**src/rtl/rs232_pkg.sv**
```systemverilog
// Shared definitions for the RS-232 receive and transmit paths: state encodings,
// default timing/depth parameters and a constant-foldable clog2.
package rs232_pkg;

    localparam int DEFAULT_CLK_DIV = 434;
    localparam int DEFAULT_DEPTH   = 4;
    localparam int DATA_BITS       = 8;

    localparam logic [2:0] ST_ARM   = 3'd0;
    localparam logic [2:0] ST_IDLE  = 3'd1;
    localparam logic [2:0] ST_START = 3'd2;
    localparam logic [2:0] ST_DATA  = 3'd3;
    localparam logic [2:0] ST_STOP  = 3'd4;

    // Bits needed to hold values 0..value-1 (at least 1).
    function automatic int clog2(input int value);
        int r;
        int v;
        r = 0;
        v = value - 1;
        while (v > 0) begin
            r = r + 1;
            v = v >> 1;
        end
        if (r == 0) r = 1;
        return r;
    endfunction

endpackage

```
**src/rtl/rs232_rx_fifo.sv**
```systemverilog
// Synchronous FIFO buffering received bytes; a push on a full FIFO only lands
// when a pop happens in the same cycle.
module rs232_rx_fifo
    import rs232_pkg::*;
#(
    parameter int DEPTH  = DEFAULT_DEPTH,
    parameter int DATA_W = DATA_BITS
) (
    input  logic                      CLK_50MHZ,
    input  logic                      RST,
    input  logic                      push,
    input  logic                      pop,
    input  logic [DATA_W-1:0]         wdata,
    output logic [DATA_W-1:0]         head,
    output logic                      empty,
    output logic                      full,
    output logic [clog2(DEPTH):0]     count
);

    localparam int PTR_W = clog2(DEPTH);
    localparam int OCC_W = PTR_W + 1;

    logic [DATA_W-1:0] mem [DEPTH];
    logic [PTR_W-1:0]  wr_ptr;
    logic [PTR_W-1:0]  rd_ptr;
    logic              do_push;
    logic              do_pop;

    assign empty   = (count == '0);
    assign full    = (count == OCC_W'(DEPTH));
    assign do_pop  = pop && !empty;
    assign do_push = push && (!full || do_pop);

    // Head reads as zero when empty so the output has a defined reset value.
    assign head = empty ? '0 : mem[rd_ptr];

    always_ff @(posedge CLK_50MHZ) begin
        if (do_push) mem[wr_ptr] <= wdata;
    end

    always_ff @(posedge CLK_50MHZ or negedge RST) begin
        if (!RST) begin
            wr_ptr <= '0;
            rd_ptr <= '0;
            count  <= '0;
        end else begin
            if (do_push) wr_ptr <= wr_ptr + PTR_W'(1);
            if (do_pop)  rd_ptr <= rd_ptr + PTR_W'(1);
            case ({do_push, do_pop})
                2'b10:   count <= count + OCC_W'(1);
                2'b01:   count <= count - OCC_W'(1);
                default: count <= count;
            endcase
        end
    end

endmodule

```
**src/rtl/rs232_rx.sv**
```systemverilog
// 8N1 RS-232 receiver: RX synchronizer, mid-bit sampling timer and framing FSM,
// feeding completed bytes into a small FIFO with flow control back to the sender.
module rs232_rx
    import rs232_pkg::*;
#(
    parameter int CLK_DIV = DEFAULT_CLK_DIV,
    parameter int DEPTH   = DEFAULT_DEPTH
) (
    input  logic       CLK_50MHZ,
    input  logic       RST,
    input  logic       RX,
    input  logic       TRG_READ,
    output logic [7:0] DATA_OUT,
    output logic       EMPTY,
    output logic       FLOW,
    output logic       FRAME_ERR,
    output logic       OVERRUN,
    output logic       BUSY
);

    localparam int CNT_W = clog2(CLK_DIV);
    localparam int OCC_W = clog2(DEPTH) + 1;
    localparam logic [CNT_W-1:0] HALF_LOAD = CNT_W'(CLK_DIV / 2 - 1);
    localparam logic [CNT_W-1:0] FULL_LOAD = CNT_W'(CLK_DIV - 1);

    logic             rx_meta;
    logic             rx_s;
    logic             rx_d;
    logic [2:0]       state;
    logic [CNT_W-1:0] bit_cnt;
    logic [2:0]       bit_idx;
    logic [7:0]       shift;
    logic             expiry;
    logic             stop_sample;
    logic             push_req;
    logic             fifo_full;
    logic [OCC_W-1:0] occ;

    // Synchronizer resets low so ARM only leaves once a genuine idle-high line is seen.
    always_ff @(posedge CLK_50MHZ or negedge RST) begin
        if (!RST) begin
            rx_meta <= 1'b0;
            rx_s    <= 1'b0;
            rx_d    <= 1'b0;
        end else begin
            rx_meta <= RX;
            rx_s    <= rx_meta;
            rx_d    <= rx_s;
        end
    end

    assign expiry      = (bit_cnt == '0);
    assign stop_sample = (state == ST_STOP) && expiry;
    assign push_req    = stop_sample && rx_s;

    always_ff @(posedge CLK_50MHZ or negedge RST) begin
        if (!RST) begin
            state   <= ST_ARM;
            bit_cnt <= '0;
            bit_idx <= '0;
        end else begin
            case (state)
                ST_ARM: begin
                    if (rx_s) state <= ST_IDLE;
                end
                ST_IDLE: begin
                    if (!rx_s && rx_d) begin
                        bit_cnt <= HALF_LOAD;
                        state   <= ST_START;
                    end
                end
                ST_START: begin
                    if (expiry) begin
                        if (!rx_s) begin
                            bit_cnt <= FULL_LOAD;
                            bit_idx <= '0;
                            state   <= ST_DATA;
                        end else begin
                            state <= ST_IDLE;
                        end
                    end else begin
                        bit_cnt <= bit_cnt - CNT_W'(1);
                    end
                end
                ST_DATA: begin
                    if (expiry) begin
                        bit_cnt <= FULL_LOAD;
                        if (bit_idx == 3'd7) state <= ST_STOP;
                        else bit_idx <= bit_idx + 3'd1;
                    end else begin
                        bit_cnt <= bit_cnt - CNT_W'(1);
                    end
                end
                ST_STOP: begin
                    if (expiry) state <= ST_IDLE;
                    else bit_cnt <= bit_cnt - CNT_W'(1);
                end
                default: state <= ST_ARM;
            endcase
        end
    end

    always_ff @(posedge CLK_50MHZ) begin
        if ((state == ST_DATA) && expiry) shift[bit_idx] <= rx_s;
    end

    // A push into a full FIFO is only lost when no pop frees a slot that cycle.
    always_ff @(posedge CLK_50MHZ or negedge RST) begin
        if (!RST) begin
            FRAME_ERR <= 1'b0;
            OVERRUN   <= 1'b0;
        end else begin
            FRAME_ERR <= stop_sample && !rx_s;
            OVERRUN   <= push_req && fifo_full && !TRG_READ;
        end
    end

    assign BUSY = (state == ST_START) || (state == ST_DATA) || (state == ST_STOP);
    assign FLOW = (occ < OCC_W'(DEPTH - 1));

    rs232_rx_fifo #(
        .DEPTH  (DEPTH),
        .DATA_W (8)
    ) u_fifo (
        .CLK_50MHZ (CLK_50MHZ),
        .RST       (RST),
        .push      (push_req),
        .pop       (TRG_READ),
        .wdata     (shift),
        .head      (DATA_OUT),
        .empty     (EMPTY),
        .full      (fifo_full),
        .count     (occ)
    );

endmodule

```
**config.mk**
```make
export PLATFORM = sky130hd
export DESIGN_NAME = rs232_rx
export DESIGN_NICKNAME = d
export VERILOG_FILES = /design/src/rtl/rs232_pkg.sv /design/src/rtl/rs232_rx_fifo.sv /design/src/rtl/rs232_rx.sv
export SDC_FILE = /design/constraint.sdc
export NUM_CORES = 1
export LEC_CHECK = 0
export BUFFER_PORTS_ARGS = -buffer_cell sky130_fd_sc_hd__buf_2
export CORE_MARGIN = 2
export CORE_UTILIZATION = 50
export CTS_CLUSTER_DIAMETER = 100
export DETAILED_ROUTE_END_ITERATION = 8
export PLACE_DENSITY_LB_ADDON = 0.08
export RECOVER_POWER = 50
export SLEW_MARGIN = 20
export SYNTH_ARGS = -nofsm -noshare
export SYNTH_HDL_FRONTEND = slang
export SYNTH_SLANG_ARGS = --single-unit
```
**constraint.sdc**
```tcl
create_clock -name CLK_50MHZ -period 2.5 [get_ports CLK_50MHZ]
set_input_delay 0.25 -clock CLK_50MHZ [delete_from_list [all_inputs] [get_ports CLK_50MHZ]]
set_output_delay 0.25 -clock CLK_50MHZ [all_outputs]
set_load 0.05 [all_outputs]
```
==> key figures <==
Clock tree
  • Post-CTS Hold Buffers: 1
  • Clk_lat worst skew: 0.33 ns
  • Htree depth: 3
  • CTS Buf Count: 9
  • Post-CTS setup buffers: 0
  • Worst-path clk slew: 0.07 ns
  • Clock sinks: 67
  • CTS tree: yes
  • Clk buf depth: 2
  • # resized after CTS: 0
  • Root Buffer Master: clkbuf_8

Synthesis
  • Mapped Cells: 231
  • Ys async rst share: 40.3%
  • Simple-Gate Fraction of Synth Area: 14.7%
  • Yosys reg bits: 67
  • Post-Synth XOR/XNOR Area: 1.65%
  • Compound-Gate Fraction of Synth Area: 9.69%
  • Net Count, Synth: 245
  • Yosys cell types: 55
  • Adder-cell share of the synthesized area: 4.49%
  • Synth warnings: 0
  • Avg Cell Area, Syn: 13.8 um^2
  • Most used DFF post-synth: edfxtp_1
  • Largest family of logic cells by synthesized area: simple AND/OR/NAND/NOR gates
  • Sequential fraction of the synthesis area: 59.1%
  • Portion of netlist area occupied by mux cells: 7.13%
  • Number of synthesized flops with an enable pin: 40
  • Synth Cell Area: 3180 um^2

Floorplanning
  • Initial Util: 50.9%
  • Die X: 83.7 um
  • Die height: 83.7 um
  • Core area: 6240 um^2
  • Die ar.: 7010 um^2
  • Ports: 17
  • Cell Rows: 29

STA
  • Maximum clock rate: 449 MHz
  • Unrepaired setup endpoints after global routing: no
  • Tightest Pin Transition: 1.55 ns
  • WHS: 0.0204 ns
  • Pins Over Slew Limit: 28
  • Slew HR: -3.18%
  • Final Hold Viols: 0
  • Layout Skew: 0.0106 ns
  • TNS Setup: 0 ns
  • Final Setup Violations: 0
  • Tcrit/Tclk final: 89.1%
  • Min Tclk post-route: 2.23 ns

GRT
  • Number of global-route vias before repair: 2054
  • Gr usage total: 18.3%
  • GRT overflow: 0
  • Largest net degree at the start of global routing: 28
  • First-pass GRT wire length: 9950 um
  • Antenna violations before repair: 0

Final layout
  • P&R area growth vs syn: 13.7%
  • Commonest non-fill, non-tap cell in the layout: edfxtp_1
  • N_diodes: 0
  • Layout cells sized above 1: 23.3%
  • Commonest non-fill, non-tap cells in the layout: edfxtp_1 (40), dfrtp_1 (27), buf_4 (16)
  • Fin nets: 279

Setup path
  • Reg2reg end: u_fifo.count[2]$_DFFE_PN0P_
  • R2r setup slk: 0.28 ns
  • CP startpoint kind: register
  • Critical R2R Launch: bit_cnt[0]$_DFFE_PN0P_
  • Critical Path AT: 1.98 ns
  • Kind of critical path: register to output port
  • Critical Path RT: 2.25 ns
  • Largest fanout on the critical path: 18
  • R2R cell count: 12
  • Worst setup EP type: output port

Detailed routing
  • Met2 WL: 2950 um
  • Pre-antenna DRT Iters: 6
  • Post-DR vias/cell: 5.63
  • Met3 wire length: 182 um
  • Met1 wire length: 2420 um
  • Post-route antenna net violation count: 0
  • WL final: 5660 um
  • Initial detailed-routing violation count: 83
  • Drt drc: 0
  • Routed len/inst: 16.3 um
  • Top sig layer: met4
  • Vias: 1955

Worst hold path
  • Worst Hold Launch: RX
  • Min-Delay Path Class: input pin to register
  • Worst Hold Endpoint: rx_meta$_DFF_PN0_
  • Worst hold stages: 1

Status
  • Status: complete, but fails checks
  • Failing checks: max-capacitance violations, max-slew violations

Placed design
  • GP Congestion: 0.814
  • HPWL after detailed placement: 3970 um
  • Port buffer count: 16

Pwr
  • Worst IR Drop VDD: 571 uV
  • P_leak: 1.34 nW
  • Pwr Density: 1020 nW/um^2

Job
  • Max-cap violations: 1
[state kept, by name, indices dropped and copies added (netlist names)]
name,flops
u_fifo.mem,32
bit_cnt,9
shift,8
bit_idx,3
state,3
u_fifo.count,3
u_fifo.rd_ptr,2
u_fifo.wr_ptr,2
FRAME_ERR,1
OVERRUN,1
rx_d,1
rx_meta,1
rx_s,1
[metrics by stage]
| step | power [W] | utilization, % | instance area, um^2 | instances | setup WS [ns] |
|---|---|---|---|---|---|
| after CTS | 0.00375 | 58.0 | 3620 | 347 | 0.222 |
| final | 0.00369 | 57.9 | 3610 | 347 | 0.273 |
| after global placement | 0.00288 | 54.9 | 3430 | 330 | 0.315 |
| after global routing | 0.00391 | 57.9 | 3610 | 347 | 0.0796 |
| after floorplan | 0.00258 | - | 3180 | 231 | 0.0300 |
| after detailed placement | 0.00289 | 54.9 | 3430 | 330 | 0.268 |
[worst max path at each step]
| stage | start | to | slack [ns] | depth (start not counted) |
|---|---|---|---|---|
| 6_report | state[0]$_DFFE_PN0P_ | BUSY | 0.27 | 5 |
| 4_1_cts | u_fifo.rd_ptr[0]$_DFFE_PN0P_ | DATA_OUT[6] | 0.22 | 3 |
| 2_1_floorplan | state[0]$_DFFE_PN0P_ | u_fifo.count[2]$_DFFE_PN0P_ | 0.03 | 11 |
| 3_3_place_gp | bit_cnt[0]$_DFFE_PN0P_ | u_fifo.count[2]$_DFFE_PN0P_ | 0.31 | 12 |
| 5_1_grt | bit_cnt[0]$_DFFE_PN0P_ | u_fifo.count[2]$_DFFE_PN0P_ | 0.08 | 12 |
| 3_5_place_dp | bit_cnt[0]$_DFFE_PN0P_ | u_fifo.count[2]$_DFFE_PN0P_ | 0.27 | 12 |
[where the power goes]
part           total, W  internal [W]  leakage, nW  switching (W)
clock network  0.000853      0.000456       0.0870       0.000397
registers       0.00156       0.00130        0.691       0.000261
logic           0.00128      0.000517        0.560       0.000762
total           0.00369       0.00227         1.34        0.00142
[routing by layer]
metal	vias to the layer above	GRT usage, %
li1	949	-
met1	960	22.8
met2	35	30.8
met3	11	4.25
met4	0	7.77
met5	-	0
[kinds of logic (layout without fill, tap and decap cells)]
| group | count (synthesis) | in the layout |
|---|---|---|
| flops | 67 | 67 |
| mux | 12 | 12 |
| xor+xnor | 6 | 6 |
| simple gates | 71 | 71 |
| buf+inv | 23 | 62 |
| compound gates | 41 | 41 |
| fa+ha+maj | 11 | 11 |
[worst max-delay path, stage by stage (launching register included)]
cell and delay (ns):
dfrtp_1 0.37, buf_4 0.20, nor3b_1 0.37, nor2_1 0.22
inv_1 0.19, buf_2 0.29
[cell usage after synthesis (3+ instances only)]
cell / instances / area (um^2)
nor3_1: 11 / 55.1
nor2b_1: 10 / 62.6
a22o_1: 3 / 26.3
nor2_1: 6 / 22.5
o31ai_1: 6 / 45.0
edfxtp_1: 40 / 1200
o21ai_0: 6 / 30.0
clkbuf_1: 4 / 15.0
inv_1: 12 / 45.0
buf_2: 3 / 15.0
a21oi_1: 7 / 35.0
ha_1: 9 / 113
a211oi_1: 4 / 30.0
xor2_1: 4 / 35.0
a31oi_1: 4 / 25.0
nor4_1: 3 / 18.8
and2_1: 5 / 31.3
nand2_1: 9 / 33.8
nand3_1: 4 / 20.0
nand2b_1: 4 / 25.0
mux4_2: 8 / 180
dfrtp_1: 27 / 676
[layout make-up]
class                   instances  area, um^2
well taps                      77        96.3
multi-input cells             141        1200
clock inverters                 5        53.8
fillers                       531        2630
clock buffers                  11         131
flip-flops and latches         67        1880
repair buffers                 34         210
inverters                      12        45.0
Note: power is estimated with default switching activity, not from simulation.
